<file path="config.mk">
export PLATFORM = sky130hd
export DESIGN_NAME = serial_adder
export DESIGN_NICKNAME = d
export VERILOG_FILES = /design/src/rtl/serial_adder_pkg.sv /design/src/rtl/full_adder.sv /design/src/rtl/serial_adder.sv
export SDC_FILE = /design/constraint.sdc
export NUM_CORES = 1
export LEC_CHECK = 0
export ABC_AREA = 1
export CORE_UTILIZATION = 35
export DETAILED_ROUTE_END_ITERATION = 16
export PLACE_DENSITY = 0.53
export SLEW_MARGIN = 20
export SYNTH_ARGS = -nofsm -noshare
export SYNTH_HDL_FRONTEND = slang
export SYNTH_SLANG_ARGS = --single-unit
</file>
<file path="constraint.sdc">
create_clock -name clk -period 3.9 [get_ports clk]
set_input_delay 0.78 -clock clk [delete_from_list [all_inputs] [get_ports clk]]
set_output_delay 0.78 -clock clk [all_outputs]
set_load 0.01 [all_outputs]
</file>
<file path="src/rtl/serial_adder_pkg.sv">
// serial_adder_pkg
//   Shared definitions for the bit-serial adder:
//     state_t   - controller state encoding (IDLE, RUN, DONE)
//     cnt_width - width of the bit counter for a given operand width,
//                 never less than one bit so WIDTH=1 still has a counter.
package serial_adder_pkg;

    typedef enum logic [1:0] {
        IDLE = 2'd0,
        RUN  = 2'd1,
        DONE = 2'd2
    } state_t;

    function automatic int cnt_width(input int width);
        return (width <= 1) ? 1 : $clog2(width);
    endfunction

endpackage

</file>
<file path="src/rtl/full_adder.sv">
// full_adder
//   Single-bit full adder cell.
//   Ports:
//     a, b  in  operand bits
//     cin   in  carry in
//     sum   out a ^ b ^ cin
//     cout  out majority(a, b, cin)
module full_adder (
    input  logic a,
    input  logic b,
    input  logic cin,
    output logic sum,
    output logic cout
);

    assign sum  = a ^ b ^ cin;
    assign cout = (a & b) | (a & cin) | (b & cin);

endmodule

</file>
<file path="src/rtl/serial_adder.sv">
// serial_adder
//   Bit-serial WIDTH-bit adder. One full_adder cell processes one operand
//   bit pair per clock, LSB first; the carry is registered between cycles.
//   Result (sum + carry-out) appears WIDTH clocks after the operands are
//   accepted and is held until the consumer takes it.
//
//   Build option: define SERIAL_ADDER_SUB_EN to add the in_sub port. With
//   in_sub=1 the block computes in_a - in_b (mod 2^WIDTH); out_cout=1 then
//   means "no borrow". Without the macro the block only adds.
//
//   Handshakes: a transfer happens on a rising clk edge where both valid and
//   ready are high. in_ready is high only in IDLE; out_valid is high only in
//   DONE, and out_sum/out_cout are stable for the whole time it is high.
//
//   Ports:
//     clk        in   rising-edge clock
//     rst_n      in   asynchronous active-low reset (aborts any operation)
//     in_valid   in   operand set valid
//     in_ready   out  block can accept operands
//     in_a/in_b  in   WIDTH-bit operands
//     in_cin     in   carry-in to bit 0
//     in_sub     in   subtract select (only with SERIAL_ADDER_SUB_EN)
//     out_valid  out  result valid
//     out_ready  in   consumer accepts result
//     out_sum    out  WIDTH-bit sum
//     out_cout   out  carry out of bit WIDTH-1
//     busy       out  high in RUN or DONE
//     dbg_state  out  current controller state (state_t encoding)
module serial_adder
    import serial_adder_pkg::*;
#(
    parameter int WIDTH = 8
) (
    input  logic             clk,
    input  logic             rst_n,
    input  logic             in_valid,
    output logic             in_ready,
    input  logic [WIDTH-1:0] in_a,
    input  logic [WIDTH-1:0] in_b,
    input  logic             in_cin,
`ifdef SERIAL_ADDER_SUB_EN
    input  logic             in_sub,
`endif
    output logic             out_valid,
    input  logic             out_ready,
    output logic [WIDTH-1:0] out_sum,
    output logic             out_cout,
    output logic             busy,
    output logic [1:0]       dbg_state
);

    localparam int CW = cnt_width(WIDTH);

    state_t           state;
    state_t           state_next;
    logic [WIDTH-1:0] a_sr;
    logic [WIDTH-1:0] b_sr;
    logic [WIDTH-1:0] sum_sr;
    logic [WIDTH-1:0] sum_next;
    logic             carry;
    logic [CW-1:0]    cnt;
    logic             last_bit;
    logic             accept;
    logic             fa_sum;
    logic             fa_cout;
    logic [WIDTH-1:0] b_load;
    logic             cin_load;

    // Operand B and initial carry as loaded into the datapath. Subtraction
    // is a + ~b + 1, so the caller's carry-in is ignored in that mode.
`ifdef SERIAL_ADDER_SUB_EN
    assign b_load   = in_sub ? ~in_b : in_b;
    assign cin_load = in_sub ? 1'b1  : in_cin;
`else
    assign b_load   = in_b;
    assign cin_load = in_cin;
`endif

    full_adder u_fa (
        .a    (a_sr[0]),
        .b    (b_sr[0]),
        .cin  (carry),
        .sum  (fa_sum),
        .cout (fa_cout)
    );

    assign accept   = in_valid && in_ready;
    assign last_bit = (cnt == CW'(WIDTH - 1));

    // New sum bit enters at the MSB; after WIDTH shifts bit 0 sits at the LSB.
    // Written as a shift/or so WIDTH=1 needs no special slice.
    assign sum_next = (sum_sr >> 1) | (WIDTH'(fa_sum) << (WIDTH - 1));

    // ---------------- FSM: state register ----------------
    always_ff @(posedge clk or negedge rst_n) begin
        if (!rst_n) begin
            state <= IDLE;
        end else begin
            state <= state_next;
        end
    end

    // ---------------- FSM: next state ----------------
    always_comb begin
        state_next = state;
        case (state)
            IDLE:    if (accept)                 state_next = RUN;
            RUN:     if (last_bit)               state_next = DONE;
            DONE:    if (out_valid && out_ready) state_next = IDLE;
            default:                             state_next = IDLE;
        endcase
    end

    // ---------------- FSM: outputs ----------------
    // in_ready is gated by rst_n so it reads 0 for the whole reset pulse.
    always_comb begin
        in_ready  = rst_n && (state == IDLE);
        out_valid = (state == DONE);
        busy      = (state == RUN) || (state == DONE);
        dbg_state = state;
    end

    // ---------------- Datapath ----------------
    always_ff @(posedge clk or negedge rst_n) begin
        if (!rst_n) begin
            a_sr     <= '0;
            b_sr     <= '0;
            sum_sr   <= '0;
            carry    <= 1'b0;
            cnt      <= '0;
            out_sum  <= '0;
            out_cout <= 1'b0;
        end else begin
            case (state)
                IDLE: begin
                    if (accept) begin
                        a_sr  <= in_a;
                        b_sr  <= b_load;
                        carry <= cin_load;
                        cnt   <= '0;
                    end
                end
                RUN: begin
                    a_sr   <= a_sr >> 1;
                    b_sr   <= b_sr >> 1;
                    sum_sr <= sum_next;
                    carry  <= fa_cout;
                    cnt    <= cnt + CW'(1);
                    if (last_bit) begin
                        out_sum  <= sum_next;
                        out_cout <= fa_cout;
                    end
                end
                default: begin
                    // DONE: result registers hold until the next operation.
                end
            endcase
        end
    end

endmodule

</file>
# Word-level counts from Yosys, hierarchy flattened
# Cells that the tools add are included.
[op_classes] n_addsub=1 n_eq_ne=6 mux=12 n_bitwise=8 reduce_logical=9
[ops] op="8-bit one-hot mux with 2 select lines" count=2
[ops] op="8-bit 2-to-1 mux" count=2
[ops] op="7-bit by 8-bit bitwise OR with 8-bit output" count=1
[ops] op="2-bit 2-to-1 mux" count=3
[ops] op="2-bit one-hot mux with 3 select lines" count=1
[ops] op="3-bit one-hot mux with 2 select lines" count=1
[ops] op="2-bit != test (second input constant)" count=2
[ops] op="2-bit AND reduction" count=2
[ops] op="3-bit by 1-bit adder with 3-bit output (second input constant)" count=1
[ops] op="1-bit AND" count=3
[ops] op="3-bit == test (second input constant)" count=1
[ops] op="1-bit logical AND" count=3
[ops] op="3-bit 2-to-1 mux" count=1
[ops] op="3-bit AND reduction" count=1
[ops] op="2-bit by 1-bit == test with 1-bit output (second input constant)" count=1
[ops] op="2-bit == test (second input constant)" count=1
[ops] op="2-bit zero test" count=1
[ops] op="2-bit by 1-bit != test with 1-bit output (second input constant)" count=1
[ops] op="1-bit bitwise OR" count=2
[ops] op="1-bit one-hot mux with 2 select lines" count=1
[ops] op="2-bit nonzero test" count=1
[ops] op="1-bit XOR" count=2
[ops] op="1-bit logical OR" count=1
[ops] op="1-bit 2-to-1 mux" count=1
[word_totals] register_bits=39 inputBits=21 output_inout_bits=14

# Depth between registers and ports, before layout
[logic_depth] depth_word=5 depth_mapped=9 ltp_nobuf=9

# Cells and area by module
# From an unflattened synthesis, not the netlist that was laid out.
[hier_totals] hier_cells=225 hier_area_um2=1846.8
[by_module_without_submodules] mod="serial_adder" n_inst=1 cells_each=224 area_each_um2=1826.8 seq_area_each_um2=950.9
[by_module_without_submodules] mod="full_adder" n_inst=1 cells_each=1 area_each_um2=20.0 seq_area_each_um2=0.0

# Least setup slack after synthesis
# Ideal clock, no wire load.
[synth_timing] path_kind="in2out" startpoint="input rst_n" endpoint="output in_ready" arrival_time_ps=894 t_required_ps=3120 path_slack_ps=2226 path_stages=2 cell_sequence="nand2_1 > inv_1"
[synth_via] elab_chain_len=1
[synth_rtl] element="start: declaration" line_no="serial_adder.sv:35" source="input logic rst_n,"
[synth_rtl] element="1-bit logical AND" line_no="serial_adder.sv:117" source="in_ready = rst_n && (state == IDLE);"
[synth_rtl] element="end: declaration" line_no="serial_adder.sv:37" source="output logic in_ready,"
# No other way between the ends.

# Worst setup path after layout
[layout_timing] startpoint="register state[0], in the netlist dbg_state[0]" endpoint="output in_ready"
[layout_via] elab_chain_len=2
[layout_rtl] element="start: declaration" line_no="serial_adder.sv:54" source="state_t state;"
[layout_rtl] element="start signal: assignment" line_no="serial_adder.sv:99" source="state <= state_next;"
[layout_rtl] element="2-bit zero test" line_no="serial_adder.sv:117"
[layout_rtl] element="1-bit logical AND" line_no="serial_adder.sv:117"
# No other way between the ends.

==> metrics.csv <==
stage,metric,value,unit
run_status,outcome,"finished, final reports clean",
clock_tree,CTS tree,yes,
power,leakage,0.00118,uW
routing,Avg WL per Cell,10.4,um
worst_setup_path,biggest cell delay along the critical path,0.54,ns
routing,iteration count of the initial detailed-routing pass,4,
timing,Tcrit/Tclk final,64.5,%
flow_run,number of maximum-capacitance violations,0,
layout,filler-free cell count of the finished design,327,
yosys,total of flip-flops plus latches after synthesis,38,
layout,"commonest non-fill, non-tap cells in the layout","105 x nand2_1, 38 x dfrtp_1, 33 x clkdlybuf4s50_1",
clock_tree,CTS root buffer,clkbuf_8,
timing,count of final setup violators,0,
grt,GRT Total Usage,14.6,%
grt,number of antenna violations at the first check in global routing,0,
yosys,share of the synthesized area in the top cell type,51.6,%
yosys,cells after synthesis,225,
clock_tree,hold-fix buffers at CTS,0,
clock_tree,insertion delay of the later-clocked pin in the worst-skew pair,0.28,ns
timing,unrepaired setup endpoints after global routing,no,
worst_setup_path,kind of launch point of the worst setup path,flop,
yosys,top cells by area in the synthesized netlist,"dfrtp_1 52%, nand2_1 21%, nand3_1 7.3%",
worst_setup_path,data arrival time at the worst-slack endpoint,1.74,ns
yosys,Post-Synthesis Mean Instance Area,8.20,um2
yosys,leading area contributor after synthesis,dfrtp_1,
grt,first-pass GRT wire length,6090,um
routing,detailed-route vias per instance,4.44,
layout,most common library cell in the layout ignoring fill and taps,nand2_1,
clock_tree,# H-tree levels,2,
timing,Hold Worst Slack,0.474,ns
floorplanning,number of rows in the core area,26,
worst_setup_path,Critical Setup Path Class,flop to output port,
worst_hold_path,worst hold-check path type,flop to flop,
layout,share of layout cells above drive strength 1,5.45,%
yosys,yosys warns,0,
timing,minimum clock period after layout,2.52,ns
worst_setup_path,cell type with the highest occurrence count on the critical path,inv_1,
floorplanning,Die W,74.6,um
power,Pwr per Cell Area,667,mW/mm2
layout,number of nets in the layout,285,
worst_setup_path,worst-path cell chain,inv_1 > ha_1 > nand2_1 > inv_1 > clkdlybuf4s50_1,
worst_setup_path,crit path max-delay cell type,clkdlybuf4s50_1,
routing,count of routing violations after the opening detailed-route iteration,78,
timing,number of pins with negative max-slew slack in the final report,0,
timing,Worst Max-Slew Pin Slew,0.824,ns
worst_setup_path,category of the worst setup path capture point,output port,
routing,detailed-route DRC error count,0,
power,Max rail drop VDD,0.237,mV
routing,number of antenna-violating nets in the routed design,0,
clock_tree,number of buffers between clock root and the deepest sink,2,
yosys,Syn Std Cell Area,0.00184,mm2
floorplanning,Std-Cell Core Area,0.00507,mm2
yosys,sequential area share after synthesis,51.6,%
floorplanning,vertical extent of the die,74.6,um
grt,largest net degree at the start of global routing,40,
clock_tree,number of setup buffers added after CTS,0,
clock_tree,CTS clock-pin slew for the worst setup and hold paths,0.07,ns
timing,worst max-slew margin expressed relative to the limit,45.1,%
layout,area delta synth->final,25.2,%
grt,aggregate global routing overflow,0,
timing,total negative slack for setup checks,0,ns
placed_design,number of port buffers,34,
floorplanning,area of the die,0.00556,mm2
grt,vias in the first global route,1360,
routing,DR vias,1452,
routing,Routed Wire Length,3390,um
layout,number of diodes added for antenna fixing,0,
placed_design,number of instances in the placed design,320,
placed_design,placed wire-length estimate,2290,um
clock_tree,CTS Buf Count,5,
yosys,count of distinct cell types in the synthesized netlist,14,
yosys,Synth Net Count,253,
worst_setup_path,worst-path maximum fanout,4,
clock_tree,number of sinks on the clock net,38,
timing,final worst clock skew,0.00403,ns
placed_design,global placer's final weighted congestion,0.740,
clock_tree,CTS-repair resized insts,0,
floorplanning,number of I/O pins,35,
worst_setup_path,Crit path required time,3.12,ns
timing,Fin. Hold Viols,0,
floorplanning,initial core utilization,36.3,%
timing,Max Fclk,0.397,GHz
synthesized netlist by cell type:
cell type / number
nand2_1: 105
nand3_1: 27
o21ai_1: 2
nand2_4: 2
buf_2: 5
o21ai_0: 15
inv_4: 1
ha_1: 6
fa_1: 1
inv_1: 16
buf_6: 4
buf_4: 2
dfrtp_1: 38
nand3_2: 1
worst max-delay path: cells and delay by family, from the launching register on:
family,cells,cell delay [ns]
fa+ha+maj,1,0.25
buf+inv,3,0.71
flops,1,0.42
simple gates,1,0.08
metrics by stage:
stage | util, % | setup slack, ns | total power [uW] | cell area, um2
finish | 45.5 | 1.38 | 1540 | 2310
global route | 45.5 | 1.25 | 1690 | 2310
CTS | 45.5 | 1.35 | 1570 | 2310
detailed placement | 43.3 | 1.38 | 1230 | 2200
global placement | 43.3 | 1.41 | 1220 | 2200
floorplan | - | 2.23 | 1080 | 1840
worst paths after layout:
check / start / to / slack, ns / cells past startpoint
setup / recovery: dbg_state[0] / in_ready / 1.38 / 5
hold / removal: out_cout / out_cout / 0.47 / 2
setup reg to reg: dbg_state[1] / out_sum[0] / 1.75 / 5
hold reg to reg: out_cout / out_cout / 0.47 / 2
max in group asynchronous: rst_n / cnt[0] / 3.01 / 2
min in group asynchronous: rst_n / dbg_state[0] / 0.55 / 2
flip-flops by register name, summed over array words and instances, names as in the netlist:
signal and flops:
a_sr 8, b_sr 8, out_sum 8, sum_sr 7, cnt 3, dbg_state 2, carry 1, out_cout 1
cells by family (layout without fill, tap and decap cells):
| logic type | Yosys count | after routing | synth area share [%] |
|---|---|---|---|
| buf+inv | 28 | 60 | 8.21 |
| flops | 38 | 38 | 51.6 |
| fa+ha+maj | 7 | 7 | 5.16 |
| simple gates | 135 | 135 | 30.5 |
| compound gates | 17 | 17 | 4.61 |
area by class of cell:
| class | count | area (um2) |
|---|---|---|
| Inverter | 17 | 66.3 |
| Sequential cell | 38 | 951 |
| Clock buffer | 6 | 82.6 |
| Multi-Input combinational cell | 159 | 742 |
| Fill cell | 532 | 2770 |
| Tap cell | 70 | 87.6 |
| Timing Repair Buffer | 36 | 350 |
| Clock inverter | 1 | 30.0 |
where the power goes:
part           switching, uW  internal [uW]  total (uW)
sequential              69.0            521         590
combinational            381            233         614
clock                    131            205         335
metal layers:
metal | share of wire [%] | up-vias | track usage [%]
met5 | 0 | - | 0
met3 | 4.4 | 6 | 4.20
met1 | 51 | 647 | 18.8
met4 | 1.5 | 0 | 5.87
met2 | 43 | 32 | 23.1
li1 | - | 767 | -
(Power assumes the default switching activity.)
==> edit 1, RTL diff (same settings) <==
Make the reset (`rst_n`) synchronous in 2 clocked blocks. Comments in the files are not updated.
--- a/src/rtl/serial_adder.sv
+++ b/src/rtl/serial_adder.sv
@@ -92,7 +92,7 @@
     assign sum_next = (sum_sr >> 1) | (WIDTH'(fa_sum) << (WIDTH - 1));
 
     // ---------------- FSM: state register ----------------
-    always_ff @(posedge clk or negedge rst_n) begin
+    always_ff @(posedge clk) begin
         if (!rst_n) begin
             state <= IDLE;
         end else begin
@@ -121,7 +121,7 @@
     end
 
     // ---------------- Datapath ----------------
-    always_ff @(posedge clk or negedge rst_n) begin
+    always_ff @(posedge clk) begin
         if (!rst_n) begin
             a_sr     <= '0;
             b_sr     <= '0;
Formal check against the unedited RTL: differs if rst_n is asserted again (counterexample within 4 cycles, from zero or initial values and one cycle with rst_n low); with rst_n held inactive, the same outputs for 10 cycles.
==> edit 1 against the original RTL <==
- cell count rose by 3.7%
- sequential share of layout area fell by 6.5 points
- routed wire length rose by 4.4%
- die area fell by 5.4%
- sequential cell count did not move
- synthesized area fell by 5.5%
- global-route usage rose by 0.73 points
- fmax fell by 7.1%
- power fell by 17%
- final area fell by 5.0%
- worst setup slack got worse by 0.19 ns
- highest routed layer unchanged
- first-iteration DRC count rose by 14%
==> edit 1: results (changes against the original RTL) <==
[grt]
met3_usage = 0.0472  ; +0.00522
grt_start_max_net_pins = 33  ; -18%
grtUsageMet2 = 0.247  ; +0.0159
grt_pass1_wl_mm = 6.18  ; +1.4%
grt_use_met1 = 0.192  ; +0.00372
grtUsageTotal = 0.153  ; +0.00731

[placement]
place_inst = 331  ; +3.4%
place.gp.congestion = 0.723  ; -2.2%
placed_area_um2 = 2080  ; -5.1%

[synthesis]
ys.flop_type = dfxtp_1
syn_inst = 239  ; +6.2%
ys_top_cells_by_count = nand2_1, nor2_1, dfxtp_1, o21ai_0, a21oi_1
synth_area_leaders = dfxtp_1, nand2_1, nor2_1
synthDistinctLibCells = 21  ; +7
synth_fp_nets = 267  ; +5.5%

[run_status]
status = completed

[setup_path]
reg2regPathDepth = 7  ; +2
arrival_ns = 1.93  ; +0.19 ns
rr_endpoint = out_sum[1]
critPathLaunch = rst_n
cp_max_fo = 2  ; -2
r2r-start = dbg_state[1]
r2r_slack_ns = 1.88  ; +0.13 ns

[layout]
drive_above_1_share = 0.0625  ; +0.00803
n_fill_cell = 531  ; -0.19%
final_nets = 299  ; +4.9%

[route]
wl_met3_um = 163  ; +9.4%
routed-wl-met2_mm = 1.58  ; +8.7%
wl_per_cell_um = 10.4  ; +0.67%
met1_length_mm = 1.75  ; +0.63%
vias = 1516  ; +4.4%
drtIter0Drc = 89  ; +14%

[power]
max-vdd-ir-drop_v = 0.000261  ; +10%
p_leak_nw = 0.971  ; -18%

[timing]
fin_skew_ns = 0.00781  ; +0.00378 ns

## edit 1: final cells by class
class,count,area [µm²],share of cell area
clock buffers,5,68.8,0.0314
multi-input cells,177,833,0.380
inverters,13,51.3,0.0234
repair buffers,36,355,0.162
well taps,67,83.8,0.0382
clock inverters,3,40.0,0.0183
flip-flops and latches,38,761,0.347
## edit 1: power by group
group          total [mW]  internal, mW  switching, mW
Combinational       0.434         0.165          0.268
Clock               0.329         0.188          0.141
Sequential          0.515         0.471         0.0445
Total                1.28         0.824          0.454
## edit 1: cells by family (layout without fill, tap and decap cells)
| group | after synthesis | after routing | share of synthesized area |
|---|---|---|---|
| fa+ha+maj | 7 | 7 | 0.0546 |
| compound gates | 39 | 39 | 0.113 |
| simple gates | 131 | 131 | 0.310 |
| buf+inv | 24 | 57 | 0.0854 |
| flops | 38 | 38 | 0.436 |
## edit 1: stage by stage
step                setup WS [ns]  utilization
floorplan                    2.06            -
global placement             1.16        0.438
detailed placement           1.16        0.438
CTS                          1.16        0.461
global route                 1.15        0.461
finish                       1.19        0.461
## edit 1: how the worst min path moves through the flow
stage,startpoint,to,slack (ns),cells past startpoint
finish,sum_sr[6],sum_sr[5],0.48,2
global route,sum_sr[5],sum_sr[4],0.50,2
CTS,sum_sr[6],sum_sr[5],0.47,2
detailed placement,sum_sr[6],sum_sr[5],0.46,2
global placement,sum_sr[3],sum_sr[3],0.46,2
floorplan,sum_sr[7],sum_sr[6],0.44,2
## edit 1: critical path, stage by stage
cell	delay, ns
clkdlybuf4s50_1	0.51
nand2_1	0.07
inv_1	0.05
clkdlybuf4s50_1	0.52
==> edit 2, RTL diff (config.mk and constraints unchanged) <==
Made on the original files. Add a define of `SERIAL_ADDER_SUB_EN`.
--- a/src/rtl/serial_adder.sv
+++ b/src/rtl/serial_adder.sv
@@ -26,6 +26,8 @@
 //     out_cout   out  carry out of bit WIDTH-1
 //     busy       out  high in RUN or DONE
 //     dbg_state  out  current controller state (state_t encoding)
+`define SERIAL_ADDER_SUB_EN
+
 module serial_adder
     import serial_adder_pkg::*;
 #(
Ports: changed (added in_sub); port bits go from 35 to 36. The function was not compared with the original's and may differ.
==> edit 2 against the original RTL <==
- synthesized area increased by 3.7%
- worst setup slack improved by 0.040 ns
- power is 1.1% lower
- final area increased by 2.9%
- sequential cell count unchanged
- non-clock buffer count up 2
- routed wire length rose by 1.7%
- highest routed layer unchanged
- critical path type unchanged
- sequential power increased by 3%
- sequential share of layout area decreased by 1.1 points
==> edit 2: results (changes against the original RTL) <==
[run_status]
status = completed

[cts]
clk_pin_slew_worst_paths_ns = 0.07  ; about the same
clk_latency_ns = 0.29
cts.path.max_buffers = 2  ; unchanged
cts_setup_buffers = 0  ; unchanged
cts_root_buf = clkbuf_8
htreeDepth = 2  ; unchanged
cts_resized = 0  ; unchanged
cts_buffers = 5  ; unchanged

[timing]
fin_skew_ns = 0.00400  ; -0.0000296 ns
fin_crit_sh = 0.635  ; -0.0104
tightest_slew_ns = 0.601  ; -0.223 ns

[route]
avgViaCountPerCell = 4.30  ; -3.2%
drt_first_pass_iters = 4  ; unchanged
vias = 1534  ; +5.6%
wl_per_cell_um = 9.66  ; -6.8%
drtIter0Drc = 91  ; +17%

[synthesis]
yosys_warnings = 0  ; unchanged
async_flop_share = 1.00  ; unchanged
synth_area_leaders = dfrtp_1, nand2_1, inv_1
synth_fp_nets = 281  ; +11%
syn_area_per_cell_um2 = 7.59  ; -7.4%
ys_top_cells_by_count = nand2_1, dfrtp_1, inv_1, o21ai_0, nand3_1
seq_area_frac_synth = 0.497  ; -0.0185
synthDistinctLibCells = 14  ; unchanged

[placement]
dp_hpwl_mm = 2.35  ; +2.5%
dp_worst_setup_slack_ns = 1.40  ; +0.0209 ns
place_inst = 349  ; +9.1%
portBuffers = 35  ; +2.9%
place.gp.congestion = 0.715  ; -3.3%

[grt]
grtUsageTotal = 0.134  ; -0.0121
grt_pass1_vias = 1392  ; +2.4%
grt_pass1_wl_mm = 6.22  ; +2.0%
grt_start_max_net_pins = 41  ; +2.5%
antenna_found_initial = 0  ; unchanged

[setup_path]
critPathCapture = in_ready
cp_max_fo = 4  ; unchanged
reg2regPathDepth = 8  ; +3
rr_endpoint = b_sr[7]
r2r-start = dbg_state[1]
r2r_slack_ns = 1.76
critPathLaunch = dbg_state[0]
arrival_ns = 1.70  ; -0.04 ns

[layout]
diodes = 0  ; unchanged
reg_top3 = a_sr: 8 flops, b_sr: 8 flops, out_sum: 8 flops
final_nets = 315  ; +11%
drive_above_1_share = 0.0453  ; -0.00918

[power]
netSwitchingPower_mw = 0.604  ; +4.0%
max-vdd-ir-drop_v = 0.000203  ; -14%
p_leak_nw = 1.25  ; +5.6%

[min_path]
hp-class = flip-flop to flip-flop

==> edit 2: critical path, cell delays in order, from the launching register on <==
cell	delay [ns]
dfrtp_1	0.42
inv_1	0.12
ha_1	0.23
nand2_1	0.07
inv_1	0.05
clkdlybuf4s50_1	0.52
==> edit 2: area by class of cell <==
type / count / area, µm²
inverter: 27 / 101
timing repair buffer: 38 / 368
tap: 70 / 87.6
clock buffer: 6 / 82.6
clock inverter: 2 / 12.5
sequential: 38 / 951
multi-input combinational: 176 / 773
fill: 545 / 2800
==> edit 2: through the flow <==
| stage | util | instance area [µm²] | hold WS (ns) |
|---|---|---|---|
| after global routing | 0.459 | 2380 | 0.505 |
| after floorplan | - | 1910 | 0.442 |
| after detailed placement | 0.441 | 2280 | 0.463 |
| after global placement | 0.441 | 2280 | 0.457 |
| final | 0.459 | 2380 | 0.480 |
| after CTS | 0.459 | 2380 | 0.483 |
==> edit 2: power by group through the flow <==
stage / clock [mW] / sequential, mW / combinational [mW]
2_1_floorplan: 0 / 0.601 / 0.509
3_3_place_gp: 0 / 0.614 / 0.646
3_5_place_dp: 0 / 0.609 / 0.650
4_1_cts: 0.293 / 0.606 / 0.649
5_1_grt: 0.308 / 0.622 / 0.754
6_report: 0.281 / 0.605 / 0.637
==> edit 2: how the worst min path moves through the flow <==
| stage | from | end | cells after the start |
|---|---|---|---|
| after floorplan | a_sr[1] | a_sr[1] | 2 |
| after global placement | a_sr[1] | a_sr[1] | 2 |
| after detailed placement | a_sr[1] | a_sr[1] | 2 |
| after CTS | a_sr[1] | a_sr[1] | 2 |
| after global routing | b_sr[2] | b_sr[2] | 2 |
| final | a_sr[1] | a_sr[1] | 2 |
==> edit 2: per-layer routing <==
| metal | part of all wire | track usage | wire length (µm) |
|---|---|---|---|
| met3 | 0.045 | 0.0446 | 154 |
| met4 | 0.0099 | 0.0404 | 34 |
| met5 | 0 | 0 | 0 |
| met2 | 0.43 | 0.203 | 1480 |
| met1 | 0.52 | 0.182 | 1780 |
==> edit 2: logic make-up (layout without fill, tap and decap cells) <==
| family | Yosys count | count (layout) | share of synthesized area |
|---|---|---|---|
| flip-flops | 38 | 38 | 0.497 |
| buffers and inverters | 38 | 73 | 0.0988 |
| adder cells (fa/ha/maj) | 7 | 7 | 0.0497 |
| AO/OA/AOI/OAI | 22 | 22 | 0.0576 |
| AND/OR/NAND/NOR | 147 | 147 | 0.297 |
